--- config.mk ---
export PLATFORM = sky130hd
export DESIGN_NAME = counter_bank
export DESIGN_NICKNAME = d
export VERILOG_FILES = /design/src/rtl/counter_bank_pkg.sv /design/src/rtl/counter_lane.sv /design/src/rtl/counter_bank.sv
export SDC_FILE = /design/constraint.sdc
export NUM_CORES = 1
export LEC_CHECK = 0
export BUFFER_PORTS_ARGS = -buffer_cell sky130_fd_sc_hd__buf_4
export CAP_MARGIN = 20
export CORE_MARGIN = 8
export CORE_UTILIZATION = 30
export CTS_CLUSTER_SIZE = 8
export DETAILED_ROUTE_END_ITERATION = 6
export HOLD_SLACK_MARGIN = 0.08
export PLACE_DENSITY = 0.57
export SYNTH_ARGS = -nofsm -noshare
export SYNTH_HDL_FRONTEND = slang
export SYNTH_SLANG_ARGS = --single-unit
--- constraint.sdc ---
create_clock -name clock -period 1.9 [get_ports clock]
set_clock_uncertainty 0.1 [all_clocks]
set_input_delay 0.38 -clock clock [delete_from_list [all_inputs] [get_ports clock]]
set_output_delay 0.38 -clock clock [all_outputs]
set_load 0.02 [all_outputs]
--- src/rtl/counter_bank_pkg.sv ---
// Shared types for the multi-channel event counter bank.
// Mode encoding and select-width helper used by bank and lanes.
package counter_bank_pkg;

    typedef enum logic {
        MODE_WRAP = 1'b0,
        MODE_SAT  = 1'b1
    } count_mode_e;

    function automatic int sel_w(input int n);
        return (n > 1) ? $clog2(n) : 1;
    endfunction

endpackage

--- src/rtl/counter_lane.sv ---
// One counter channel: clear/load/increment with wrap or saturate,
// plus its registered one-cycle terminal-count pulse.
module counter_lane
    import counter_bank_pkg::*;
#(
    parameter int WIDTH = 8
) (
    input  logic             clock,
    input  logic             reset_n,
    input  logic             inc,
    input  logic             clr,
    input  logic             load,
    input  logic [WIDTH-1:0] load_val,
    input  count_mode_e      mode,
    output logic [WIDTH-1:0] count,
    output logic             tc
);

    localparam logic [WIDTH-1:0] C_MAX = '1;
    localparam logic [WIDTH-1:0] C_PRE = C_MAX - 1'b1;

    logic [WIDTH-1:0] r_count;
    logic             r_tc;
    logic             w_at_max;
    logic             w_pre_max;

    assign w_at_max  = (r_count == C_MAX);
    assign w_pre_max = (r_count == C_PRE);

    always_ff @(posedge clock or negedge reset_n) begin
        if (!reset_n) begin
            r_count <= '0;
            r_tc    <= 1'b0;
        end else begin
            r_tc <= 1'b0;
            if (clr) begin
                r_count <= '0;
            end else if (load) begin
                r_count <= load_val;
            end else if (inc) begin
                // Saturated lane holds MAX silently; tc only on arrival.
                if (mode == MODE_SAT) begin
                    if (!w_at_max) begin
                        r_count <= r_count + 1'b1;
                        r_tc    <= w_pre_max;
                    end
                end else begin
                    r_count <= r_count + 1'b1;
                    r_tc    <= w_at_max;
                end
            end
        end
    end

    assign count = r_count;
    assign tc    = r_tc;

endmodule

--- src/rtl/counter_bank.sv ---
// Bank of independent event counters with indexed load
// and a registered read port.
module counter_bank
    import counter_bank_pkg::*;
#(
    parameter int WIDTH    = 8,
    parameter int CHANNELS = 4,
    parameter int SELW     = sel_w(CHANNELS)
) (
    input  logic                      clock,
    input  logic                      reset_n,
    input  logic [CHANNELS-1:0]       inc,
    input  logic [CHANNELS-1:0]       clr,
    input  logic [CHANNELS-1:0]       mode,
    input  logic                      load_en,
    input  logic [SELW-1:0]           load_sel,
    input  logic [WIDTH-1:0]          load_val,
    input  logic [SELW-1:0]           rd_sel,
    output logic [WIDTH-1:0]          rd_val,
    output logic [CHANNELS-1:0]       tc,
    output logic [CHANNELS*WIDTH-1:0] count
);

    logic [CHANNELS-1:0] w_load;
    logic [WIDTH-1:0]    w_rd;
    logic [WIDTH-1:0]    r_rd_val;

    for (genvar g = 0; g < CHANNELS; g++) begin : g_lane
        assign w_load[g] = load_en && (load_sel == SELW'(g));

        counter_lane #(
            .WIDTH (WIDTH)
        ) u_lane (
            .clock    (clock),
            .reset_n  (reset_n),
            .inc      (inc[g]),
            .clr      (clr[g]),
            .load     (w_load[g]),
            .load_val (load_val),
            .mode     (count_mode_e'(mode[g])),
            .count    (count[g*WIDTH +: WIDTH]),
            .tc       (tc[g])
        );
    end

    // Out-of-range selects fall through to zero.
    always_comb begin
        w_rd = '0;
        for (int i = 0; i < CHANNELS; i++) begin
            if (rd_sel == SELW'(i)) begin
                w_rd = count[i*WIDTH +: WIDTH];
            end
        end
    end

    always_ff @(posedge clock or negedge reset_n) begin
        if (!reset_n) begin
            r_rd_val <= '0;
        end else begin
            r_rd_val <= w_rd;
        end
    end

    assign rd_val = r_rd_val;

endmodule

==> results.py <==
metrics = {
    "synth": {
        "avgSynthCellArea_um2": 9.63,
        "syn_area_um2": 2790,
        "synth_seq_area_share_pct": 39.4,
        "ys_warn_count": 0,
        "ys.flop_type": "dfrtp_1",
        "async_flop_share_pct": 100,
        "yosysUniqueCellTypes": 58,
        "synth_edf_count": 0,
        "syn_inst": 290,
        "synth_seq_cells": 44,
        "syn_nets": 325,
    },
    "setup_path": {
        "slowest_delay_ns": 0.49,
        "critPathSlowestCell": "or4_1",
        "crit_chain": "ha_1 > nand4_1 > o21ai_2 > or4_1 > a311oi_2",
        "critPathMaxFanout": 6,
        "end_kind": "flip-flop",
        "arrival_ns": 1.93,
        "worst_setup_path_start_kind": "flip-flop",
        "cp.required_ns": 2.01,
        "worstSetupPathType": "reg2reg",
    },
    "final_layout": {
        "area_growth_pct": 34.5,
        "final_common_cell": "buf_4",
        "diodes": 0,
        "final_cells": 497,
        "fin_area_um2": 3760,
        "drive_gt1_share_pct": 33.9,
        "layout_common_cells": "buf_4 (102), dfrtp_1 (43), nor2_1 (32)",
        "nets": 420,
        "fillCellCount": 900,
    },
    "routing": {
        "ant_nets": 0,
        "first_pass_iters": 4,
        "vias_per_cell": 5.46,
        "drc": 0,
        "drt_wl_total_um": 9430,
        "wl_per_cell_um": 19.0,
        "vias": 2712,
        "initialDrtViolationCount": 111,
    },
    "clock_tree": {
        "cts_buffer_depth": 2,
        "cts_sinks": 44,
        "cts_inserted_buffers": 5,
        "path_clk_slew_ns": 0.09,
        "cts_tree": "done",
        "clock_latency_ns": 0.30,
        "root_buffer": "clkbuf_8",
        "post_cts.repair.setup_buffers": 0,
        "h-tree-depth": 2,
    },
    "placement": {
        "numPortBuffers": 70,
        "place_ws_ns": 0.0942,
        "postPlaceCellArea_um2": 3610,
        "finalWeightedCongestion": 0.881,
        "dp_hpwl_um": 7170,
        "dp_cells": 488,
    },
    "power": {
        "p_leak_nw": 1.65,
        "power.total_mw": 2.40,
        "powerDensity_nw_per_um2": 640,
        "ir_drop_uv": 433,
    },
    "sta": {
        "final-hold-violation-count": 0,
        "grt_setup_unrepaired": "false",
        "tns_ns": 0,
        "finalCritPeriodShare_pct": 95.6,
        "max_clock_freq_mhz": 551,
        "tightest_slew_ns": 0.582,
        "relSlewSlack_pct": 61.2,
        "setup_violations": 0,
        "drv_slew": 0,
        "worst_slack_ns": 0.0840,
        "min_period_ns": 1.82,
    },
    "floorplan": {
        "fp.dieH_um": 112,
        "start_util_pct": 30.5,
        "rows": 35,
        "die_x_um": 112,
        "coreArea_um2": 9150,
        "die_area_um2": 12700,
        "ios": 71,
    },
    "run": {
        "max-cap-violations": 0,
    },
    "global_route": {
        "grt_usage_pct": 15.1,
        "antenna_found_initial": 0,
        "grt-ovfl-total": 0,
        "grt_pass1_wl_um": 15200,
        "grt_pass1_vias": 2781,
        "grt_max_degree": 45,
    },
    "run_status": {
        "outcome": "finished, final reports clean",
    },
    "worst_hold_path": {
        "hold_path.class": "in2reg",
    },
}
-- cell families (layout without fill, tap and decap cells) --
| group | after synthesis | after routing | synth area share, % |
|---|---|---|---|
| AOI/OAI and AO/OA | 69 | 69 | 17.4 |
| xor gates and xnor gates | 8 | 8 | 2.51 |
| adders and majority gates | 8 | 8 | 3.58 |
| buffers and inverters | 22 | 118 | 4.03 |
| DFF | 44 | 44 | 39.4 |
| muxes | 13 | 13 | 8.42 |
| and+or+nand+nor | 126 | 126 | 24.6 |
-- worst max-delay path, delay by kind of cell (launching register included) --
family	cells	cell delay [ns]
AO/OA/AOI/OAI	2	0.38
adder cells (fa/ha/maj)	1	0.21
flip-flops	1	0.41
AND/OR/NAND/NOR	2	0.63
-- state kept, by name, summed over array words and instances (netlist names) --
signal,count
g_lane.u_lane.count,32
g_lane.u_lane.tc,4
rd_val,8
-- cell usage after synthesis, types with 3 or more instances --
library cell | count | area share, %
a211oi_1 | 10 | 2.7
o211ai_1 | 5 | 1.3
o21ai_0 | 11 | 2.0
nor3_1 | 6 | 1.1
clkbuf_1 | 4 | 0.54
nand3b_1 | 5 | 1.3
mux4_2 | 7 | 5.6
xor2_1 | 3 | 0.94
mux2i_1 | 4 | 1.4
nor2_1 | 32 | 4.3
ha_1 | 8 | 3.6
buf_4 | 5 | 1.3
a311oi_1 | 6 | 1.9
o21a_1 | 4 | 1.1
or3_1 | 5 | 1.1
xnor2_1 | 5 | 1.6
nand4_1 | 7 | 1.6
o31ai_1 | 4 | 1.1
nand3_1 | 14 | 2.5
nand2_1 | 28 | 3.8
inv_1 | 7 | 0.94
dfrtp_1 | 44 | 39
buf_2 | 3 | 0.54
nand4_2 | 3 | 1.3
nor4_1 | 3 | 0.67
a21oi_1 | 13 | 2.3
o221ai_1 | 3 | 0.94
and4_1 | 3 | 0.94
-- final cells by class --
cell class | count | area [µm²] | area share [%]
Tap cell | 111 | 139 | 3.70
Sequential cell | 44 | 1100 | 29.3
Clock buffer | 6 | 82.6 | 2.20
Multi-Input combinational cell | 224 | 1590 | 42.4
Clock inverter | 2 | 38.8 | 1.03
Inverter | 7 | 26.3 | 0.700
Timing Repair Buffer | 103 | 776 | 20.7
-- metrics by stage --
step / util (%) / hold WS (ns)
final: 41.0 / 0.210
after global routing: 41.0 / 0.206
after CTS: 40.9 / 0.203
after detailed placement: 39.5 / 0.326
after global placement: 39.5 / 0.324
after floorplan: - / -0.0156
-- path summary, 6_finish.rpt --
| path | cells after the start | startpoint | slack [ns] | endpoint |
|---|---|---|---|---|
| max | 5 | g_lane[1].u_lane.count[0] | 0.08 | g_lane[1].u_lane.count[7] |
| min | 2 | clr[3] | 0.21 | g_lane[3].u_lane.count[1] |
| max reg2reg | 5 | g_lane[1].u_lane.count[0] | 0.08 | g_lane[1].u_lane.count[7] |
| min reg2reg | 2 | g_lane[0].u_lane.count[5] | 0.55 | g_lane[0].u_lane.count[5] |
| max in group asynchronous | 2 | reset_n | 0.77 | g_lane[1].u_lane.count[0] |
| min in group asynchronous | 2 | reset_n | 0.52 | g_lane[3].u_lane.count[2] |
-- per-layer routing --
metal | track usage [%] | vias up | part of all wire, %
li1 | - | 1291 | -
met1 | 18.8 | 1324 | 45
met2 | 26.3 | 90 | 49
met3 | 3.01 | 7 | 5.5
met4 | 3.42 | 0 | 0.92
met5 | 0 | - | 0
-- power by group --
group / switching (mW) / internal, mW
registers: 0.0395 / 0.989
clock network: 0.359 / 0.431
logic: 0.330 / 0.255
-- repair_timing --
item,CTS,global route
hold endpoints to repair,44,0
endpoints found under the setup margin,0,3
hold buffers,1,0
gates resized for setup,0,2
No activity file was read; power rests on OpenSTA's default activity.
